File: src/rtl/mesh_router_pkg.sv
// Shared definitions for the virtual-channel mesh router.
//   - Port index constants: N=0, E=1, S=2, W=3, PE=4
//   - NUM_PORTS / NUM_VCS
//   - route(): XY dimension-order output port selection
package mesh_router_pkg;

   localparam int NUM_PORTS = 5;
   localparam int NUM_VCS   = 2;

   localparam logic [2:0] PORT_N  = 3'd0;
   localparam logic [2:0] PORT_E  = 3'd1;
   localparam logic [2:0] PORT_S  = 3'd2;
   localparam logic [2:0] PORT_W  = 3'd3;
   localparam logic [2:0] PORT_PE = 3'd4;

   // route() takes coordinates zero-extended to this width, so COORD_W
   // may be anything up to 16 without changing the unsigned ordering.
   localparam int ROUTE_COORD_W = 16;
   typedef logic [ROUTE_COORD_W-1:0] coord_t;

   // X is resolved first, then Y; a flit addressed to this node goes to PE.
   function automatic logic [2:0] route(input coord_t dst_x, input coord_t dst_y,
                                        input coord_t my_x,  input coord_t my_y);
      if (dst_x > my_x)      route = PORT_E;
      else if (dst_x < my_x) route = PORT_W;
      else if (dst_y < my_y) route = PORT_N;
      else if (dst_y > my_y) route = PORT_S;
      else                   route = PORT_PE;
   endfunction

endpackage

File: src/rtl/vc_fifo.sv
// Synchronous FIFO holding the flits of one input port on one virtual channel.
//   clk, reset : clock, synchronous active-high reset (empties the FIFO)
//   push, din  : write din when push is high and the FIFO is not full
//   pop        : discard the head entry when pop is high and not empty
//   full/empty : occupancy flags
//   head       : oldest entry (valid only while empty is low)
module vc_fifo #(
   parameter int DATA_WIDTH = 64,
   parameter int DEPTH      = 2
) (
   input  logic                  clk,
   input  logic                  reset,
   input  logic                  push,
   input  logic                  pop,
   input  logic [DATA_WIDTH-1:0] din,
   output logic                  full,
   output logic                  empty,
   output logic [DATA_WIDTH-1:0] head
);

   localparam int AW = (DEPTH > 1) ? $clog2(DEPTH) : 1;
   localparam int CW = $clog2(DEPTH + 1);

   logic [DATA_WIDTH-1:0] mem [DEPTH];
   logic [AW-1:0]         wr_ptr;
   logic [AW-1:0]         rd_ptr;
   logic [CW-1:0]         count;
   logic                  do_push;
   logic                  do_pop;

   // Pointers wrap explicitly so DEPTH need not be a power of two.
   function automatic logic [AW-1:0] next_ptr(input logic [AW-1:0] ptr);
      return (ptr == AW'(DEPTH - 1)) ? '0 : ptr + AW'(1);
   endfunction

   assign full    = (count == CW'(DEPTH));
   assign empty   = (count == '0);
   assign head    = mem[rd_ptr];
   assign do_push = push && !full;
   assign do_pop  = pop && !empty;

   always_ff @(posedge clk) begin
      if (reset) begin
         wr_ptr <= '0;
         rd_ptr <= '0;
         count  <= '0;
      end else begin
         if (do_push) begin
            mem[wr_ptr] <= din;
            wr_ptr      <= next_ptr(wr_ptr);
         end
         if (do_pop) rd_ptr <= next_ptr(rd_ptr);
         if (do_push && !do_pop)      count <= count + CW'(1);
         else if (do_pop && !do_push) count <= count - CW'(1);
      end
   end

endmodule

File: src/rtl/mesh_router_vc.sv
// Five-port XY mesh router with two polarity-multiplexed virtual channels.
//   clk, reset : clock, synchronous active-high reset
//   polarity   : VC phase, 0 after reset, toggles every cycle
//   in_si/in_di/in_ri    : per-port input link (N,E,S,W,PE = 0..4)
//   out_so/out_do/out_ro : per-port output link
//
// Link handshake: a flit moves across a link in a cycle where send and
// ready are both high, on the VC equal to polarity. On the input side the
// upstream raises in_si with in_di and must hold both until in_ri is high
// in a cycle of the flit's VC. On the output side out_so already includes
// out_ro, so out_so high means the flit is taken at that edge.
//
// Each cycle the VC equal to polarity uses the external links while the
// other VC crosses the switch, so a given FIFO or output register is never
// filled and drained in the same cycle.
module mesh_router_vc
   import mesh_router_pkg::*;
#(
   parameter int DATA_WIDTH = 64,
   parameter int COORD_W    = 4,
   parameter int MY_X       = 0,
   parameter int MY_Y       = 0,
   parameter int DEPTH      = 2
) (
   input  logic                          clk,
   input  logic                          reset,
   output logic                          polarity,
   input  logic [NUM_PORTS-1:0]          in_si,
   input  logic [NUM_PORTS*DATA_WIDTH-1:0] in_di,
   output logic [NUM_PORTS-1:0]          in_ri,
   output logic [NUM_PORTS-1:0]          out_so,
   output logic [NUM_PORTS*DATA_WIDTH-1:0] out_do,
   input  logic [NUM_PORTS-1:0]          out_ro
);

   // Queue index for (port, vc) pairs: port*NUM_VCS + vc.
   localparam int NQ = NUM_PORTS * NUM_VCS;

   logic                  ext_vc;
   logic                  int_vc;
   logic [NQ-1:0]         push;
   logic [NQ-1:0]         pop;
   logic [NQ-1:0]         full;
   logic [NQ-1:0]         empty;
   logic [DATA_WIDTH-1:0] head [NQ];
   logic [2:0]            dest [NQ];
   logic [NQ-1:0]         obuf_valid;
   logic [DATA_WIDTH-1:0] obuf_data [NQ];
   logic [NQ-1:0]         gnt;
   logic [3*NQ-1:0]       gnt_win;

   assign ext_vc = polarity;
   assign int_vc = ~polarity;

   always_ff @(posedge clk) begin
      if (reset) polarity <= 1'b0;
      else       polarity <= ~polarity;
   end

   // Per input port: link side and one FIFO per VC.
   for (genvar p = 0; p < NUM_PORTS; p++) begin : g_in
      assign in_ri[p] = ext_vc ? !full[p*NUM_VCS+1] : !full[p*NUM_VCS];

      for (genvar v = 0; v < NUM_VCS; v++) begin : g_vc
         localparam int I = p*NUM_VCS + v;
         logic pop_any;

         assign push[I] = in_si[p] && in_ri[p] && (ext_vc == 1'(v));

         vc_fifo #(.DATA_WIDTH(DATA_WIDTH), .DEPTH(DEPTH)) u_fifo (
            .clk   (clk),
            .reset (reset),
            .push  (push[I]),
            .pop   (pop[I]),
            .din   (in_di[p*DATA_WIDTH +: DATA_WIDTH]),
            .full  (full[I]),
            .empty (empty[I]),
            .head  (head[I])
         );

         assign dest[I] = route(coord_t'(head[I][2*COORD_W-1:COORD_W]),
                                coord_t'(head[I][COORD_W-1:0]),
                                coord_t'(MY_X), coord_t'(MY_Y));

         // Popped when any output on this VC chose this input.
         always_comb begin
            pop_any = 1'b0;
            for (int q = 0; q < NUM_PORTS; q++) begin
               if (gnt[q*NUM_VCS+v] && (gnt_win[3*(q*NUM_VCS+v) +: 3] == 3'(p)))
                  pop_any = 1'b1;
            end
         end
         assign pop[I] = pop_any;
      end
   end

   // Per output port / VC: round-robin arbiter plus output register.
   for (genvar q = 0; q < NUM_PORTS; q++) begin : g_out
      for (genvar v = 0; v < NUM_VCS; v++) begin : g_vc
         localparam int I = q*NUM_VCS + v;
         logic [NUM_PORTS-1:0]  req;
         logic                  found;
         logic [2:0]            win;
         logic [2:0]            idx;
         logic [3:0]            sum;
         logic [DATA_WIDTH-1:0] win_data;
         logic                  valid_r;
         logic [DATA_WIDTH-1:0] data_r;
         logic [2:0]            rr_r;

         always_comb begin
            req      = '0;
            found    = 1'b0;
            win      = 3'd0;
            idx      = 3'd0;
            sum      = 4'd0;
            win_data = '0;
            // Only the switching VC arbitrates, and only into an empty register.
            for (int p = 0; p < NUM_PORTS; p++)
               req[p] = (int_vc == 1'(v)) && !valid_r &&
                        !empty[p*NUM_VCS+v] && (dest[p*NUM_VCS+v] == 3'(q));
            // Search starts at rr_r and wraps 4 -> 0.
            for (int k = 0; k < NUM_PORTS; k++) begin
               sum = {1'b0, rr_r} + 4'(k);
               idx = (sum >= 4'(NUM_PORTS)) ? 3'(sum - 4'(NUM_PORTS)) : sum[2:0];
               if (!found && req[idx]) begin
                  found = 1'b1;
                  win   = idx;
               end
            end
            for (int p = 0; p < NUM_PORTS; p++)
               if (win == 3'(p)) win_data = head[p*NUM_VCS+v];
         end

         always_ff @(posedge clk) begin
            if (reset) begin
               valid_r <= 1'b0;
               data_r  <= '0;
               rr_r    <= 3'd0;
            end else if (found) begin
               valid_r <= 1'b1;
               data_r  <= win_data;
               rr_r    <= (win == 3'(NUM_PORTS-1)) ? 3'd0 : win + 3'd1;
            end else if ((ext_vc == 1'(v)) && out_so[q]) begin
               valid_r <= 1'b0;
            end
         end

         assign gnt[I]              = found;
         assign gnt_win[3*I +: 3]   = win;
         assign obuf_valid[I]       = valid_r;
         assign obuf_data[I]        = data_r;
      end

      assign out_so[q] = (ext_vc ? obuf_valid[q*NUM_VCS+1] : obuf_valid[q*NUM_VCS]) && out_ro[q];
      assign out_do[q*DATA_WIDTH +: DATA_WIDTH] =
         ext_vc ? obuf_data[q*NUM_VCS+1] : obuf_data[q*NUM_VCS];
   end

endmodule

File: config.mk
export PLATFORM = sky130hd
export DESIGN_NAME = mesh_router_vc
export DESIGN_NICKNAME = d
export VERILOG_FILES = /design/src/rtl/mesh_router_pkg.sv /design/src/rtl/vc_fifo.sv /design/src/rtl/mesh_router_vc.sv
export SDC_FILE = /design/constraint.sdc
export NUM_CORES = 2
export LEC_CHECK = 0
export CORE_ASPECT_RATIO = 0.5
export CORE_UTILIZATION = 55
export DETAILED_ROUTE_END_ITERATION = 10
export PLACE_DENSITY = 0.75
export SLEW_MARGIN = 30
export SYNTH_ARGS = -nofsm -noshare
export SYNTH_HDL_FRONTEND = slang
export SYNTH_HIERARCHICAL = 1
export SYNTH_SLANG_ARGS = --single-unit
File: constraint.sdc
create_clock -name clk -period 13.1 [get_ports clk]
set_input_delay 1.31 -clock clk [delete_from_list [all_inputs] [get_ports clk]]
set_output_delay 1.31 -clock clk [all_outputs]
set_load 0.005 [all_outputs]
==> results.sh <==
export IMPL_clockRootBuffer="clkbuf_16"
export IMPL_grt_pass1_vias=71270
export IMPL_fin_nets=9341
export IMPL_async_flop_share_pct=0
export IMPL_dieArea_um2=173700
export IMPL_insertion_delay_ns=0.89
export IMPL_cts_htree_levels=4
export IMPL_synth_top_family_by_area="compound AO/OA/AOI/OAI gates"
export IMPL_cts_hold_buf=0
export IMPL_setup_viol=0
export IMPL_synth_edff_count=1280
export IMPL_drcViolationCount=5
export IMPL_max_freq_ghz=0.1170
export IMPL_synth_cells=8582
export IMPL_finalCriticalPeriod_ns=8.544
export IMPL_min_path_type="reg -> reg"
export IMPL_grt_overflow_total=0
export IMPL_layoutNonFillerInstCount=11400
export IMPL_die_y_um=295.2
export IMPL_fin_skew_ns=0.1004
export IMPL_period_share_pct=65.22
export IMPL_cp_arrival_ns=9.30
export IMPL_io_buffers=662
export IMPL_fin_setup_tns_ns=0
export IMPL_yosysWarnings=6
export IMPL_coreArea_um2=170400
export IMPL_cts_inserted_buffers=183
export IMPL_core_rowCount=107
export IMPL_finalHoldViolCount=0
export IMPL_vias_per_cell=6.670
export IMPL_ys_ff_latch=1999
export IMPL_cts_tree="yes"
export IMPL_placed_cells=11010
export IMPL_critPathTopFamily="simple AND/OR/NAND/NOR gates"
export IMPL_required_ns=13.86
export IMPL_cp_end_kind="register"
export IMPL_post_cts_buffers=0
export IMPL_gp_congestion=0.9850
export IMPL_synthSimpleGateAreaFrac_pct=13.23
export IMPL_initial_core_util_pct=55.47
export IMPL_crit_fanout=41
export IMPL_grt_pass1_wl_um=486700
export IMPL_clock_path_buffers=4
export IMPL_grt_use_total_pct=38.52
export IMPL_cp_slowest_stage_delay_ns=0.84
export IMPL_drive_above_1_share_pct=17.91
export IMPL_wirelength_um=344400
export IMPL_worstSetupStartpointType="register"
export IMPL_dr_total_vias=76060
export IMPL_die_x_um=588.3
export IMPL_synth_area_per_cell_um2=11.02
export IMPL_finalCoreUtilization_pct=64.09
export IMPL_post_cts_resize_count=0
export IMPL_cts_clk_slew_worst_paths_ns=0.07
export IMPL_synth_xor_area_share_pct=0.4447
export IMPL_wl_per_cell_um=30.20
export IMPL_synthMuxAreaShare_pct=12.27
export IMPL_whs_ns=0.4635
export IMPL_yosysSeqAreaShare_pct=55.88
export IMPL_status="complete, but fails checks"
export IMPL_synth_compound_area_share_pct=13.48
export IMPL_synthAdderAreaFrac_pct=1.292
export IMPL_worst_path_max_delay_cell="buf_4"
export IMPL_synth_flop_cell="edfxtp_1"
export IMPL_antenna_found_initial=54
export IMPL_worst_pin_slew_ns=1.096
export IMPL_cp_num_buf_inv=2
export IMPL_yosysUniqueCellTypes=103
export IMPL_synth_nets=9008
export IMPL_syn2layout_area_growth_pct=15.54
export IMPL_mostFrequentLayoutCells="edfxtp_1, nor2_1, mux2_2"
export IMPL_io_pins=663
export IMPL_drt_iter0_markers=12270
export IMPL_cap_violations=0
export IMPL_crit_type="reg -> reg"
export IMPL_crit_path_cell_trace="buf_4 > mux2_2 > nor4_1 > and4b_1 > or3b_2 > a22o_1 > o211a_1 > a21boi_0 > mux2i_1 > a21oi_1 > ha_4 > buf_4 > nand3_4 > nand3_1 > o21ai_0 > ha_1 > or3_1 > a21oi_1"
export IMPL_violations="DRC"
export IMPL_final_common_cell="edfxtp_1"
export IMPL_rsz0062_at_grt="no"
export IMPL_dr_pass1_iters=11
export IMPL_grt_max_degree=115
export IMPL_synth_area_um2=94540
export IMPL_antenna_left=0
export IMPL_slew_headroom_pct=26.90
export IMPL_drv_slew=0
export IMPL_cts_sinks=1999
export IMPL_place_hpwl_um=226800
## sequential cells by signal, indices dropped and copies added (netlist names), named ones only
| signal | count |
|---|---|
| polarity | 1 |
| g_in.g_vc.u_fifo/mem | 1280 |
| g_out.g_vc.data_r | 640 |
| g_in.g_vc.u_fifo/count | 20 |
| g_in.g_vc.u_fifo/wr_ptr | 10 |
| g_in.g_vc.u_fifo/rd_ptr | 10 |
| g_out.g_vc.valid_r | 10 |
| g_out.g_vc.rr_r | 18 |
## cell families after synthesis
family                     after synthesis
and+or+nand+nor                       2685
muxes                                 1027
DFF                                   1999
AOI/OAI and AO/OA                     1991
buffers and inverters                  738
adders and majority gates               94
xor gates and xnor gates                48
## worst paths after layout
path | startpoint | endpoint | slack (ns) | cells after the start
hold / removal | g_out[3].g_vc[1].data_r[2]$_SDFFE_PP0N_ | g_out[3].g_vc[1].data_r[2]$_SDFFE_PP0N_ | 0.46 | 1
setup reg to reg | register | g_in[4].g_vc[0].u_fifo/count[1]$_SDFFE_PP0P_ | 4.56 | 18
hold reg to reg | g_out[3].g_vc[1].data_r[2]$_SDFFE_PP0N_ | g_out[3].g_vc[1].data_r[2]$_SDFFE_PP0N_ | 0.46 | 1
setup / recovery | register | g_in[4].g_vc[0].u_fifo/count[1]$_SDFFE_PP0P_ | 4.56 | 18
## final cells by class
cell class,count,area (um^2)
fillers,13010,61190
flip-flops and latches,1999,52870
multi-input cells,5845,39050
repair buffers,799,7844
clock buffers,254,5265
well taps,2289,2864
clock inverters,77,877.1
inverters,87,331.6
diodes,53,132.6
## cells in the mapped netlist (all sizes together) (14+ instances only)
| cell | n | share of area, % |
|---|---|---|
| mux2 | 968 | 12 |
| nand2b | 45 | 0.30 |
| o211ai | 14 | 0.12 |
| o221ai | 203 | 1.9 |
| a221oi | 147 | 1.6 |
| a22oi | 177 | 1.4 |
| nand3 | 50 | 0.27 |
| or3 | 32 | 0.21 |
| nand2 | 735 | 2.9 |
| ha | 88 | 1.2 |
| nor2b | 300 | 2.0 |
| buf | 189 | 1.2 |
| edfxtp | 1280 | 41 |
| mux2i | 50 | 0.53 |
| or2 | 17 | 0.11 |
| nor3 | 159 | 0.86 |
| nor3b | 24 | 0.19 |
| a21oi | 847 | 4.6 |
| o22ai | 82 | 0.54 |
| xor2 | 30 | 0.28 |
| and3 | 20 | 0.14 |
| nor2 | 1112 | 4.4 |
| dfxtp | 719 | 15 |
| nor4 | 94 | 0.93 |
| clkbuf | 462 | 1.8 |
| a211oi | 17 | 0.13 |
| or4 | 22 | 0.18 |
| xnor2 | 18 | 0.17 |
| inv | 83 | 0.33 |
| o21ai | 371 | 2.0 |
## through the flow
stage	setup slack, ns	area (um^2)
4_1_cts	4.754	108900
6_report	4.556	109200
3_3_place_gp	4.798	102700
2_1_floorplan	6.096	94540
5_1_grt	4.652	109200
3_5_place_dp	4.782	102700
## per-layer routing
metal	global-route usage, %	vias to the layer above	wire length, um
li1	-	32270	-
met1	47.54	36170	119200
met2	57.02	6047	147100
met3	9.142	1565	42630
met4	34.11	2	35430
met5	0	-	8
Power is not shown: default switching activity piles up to over one toggle a cycle in this logic, so the estimate is an artifact.
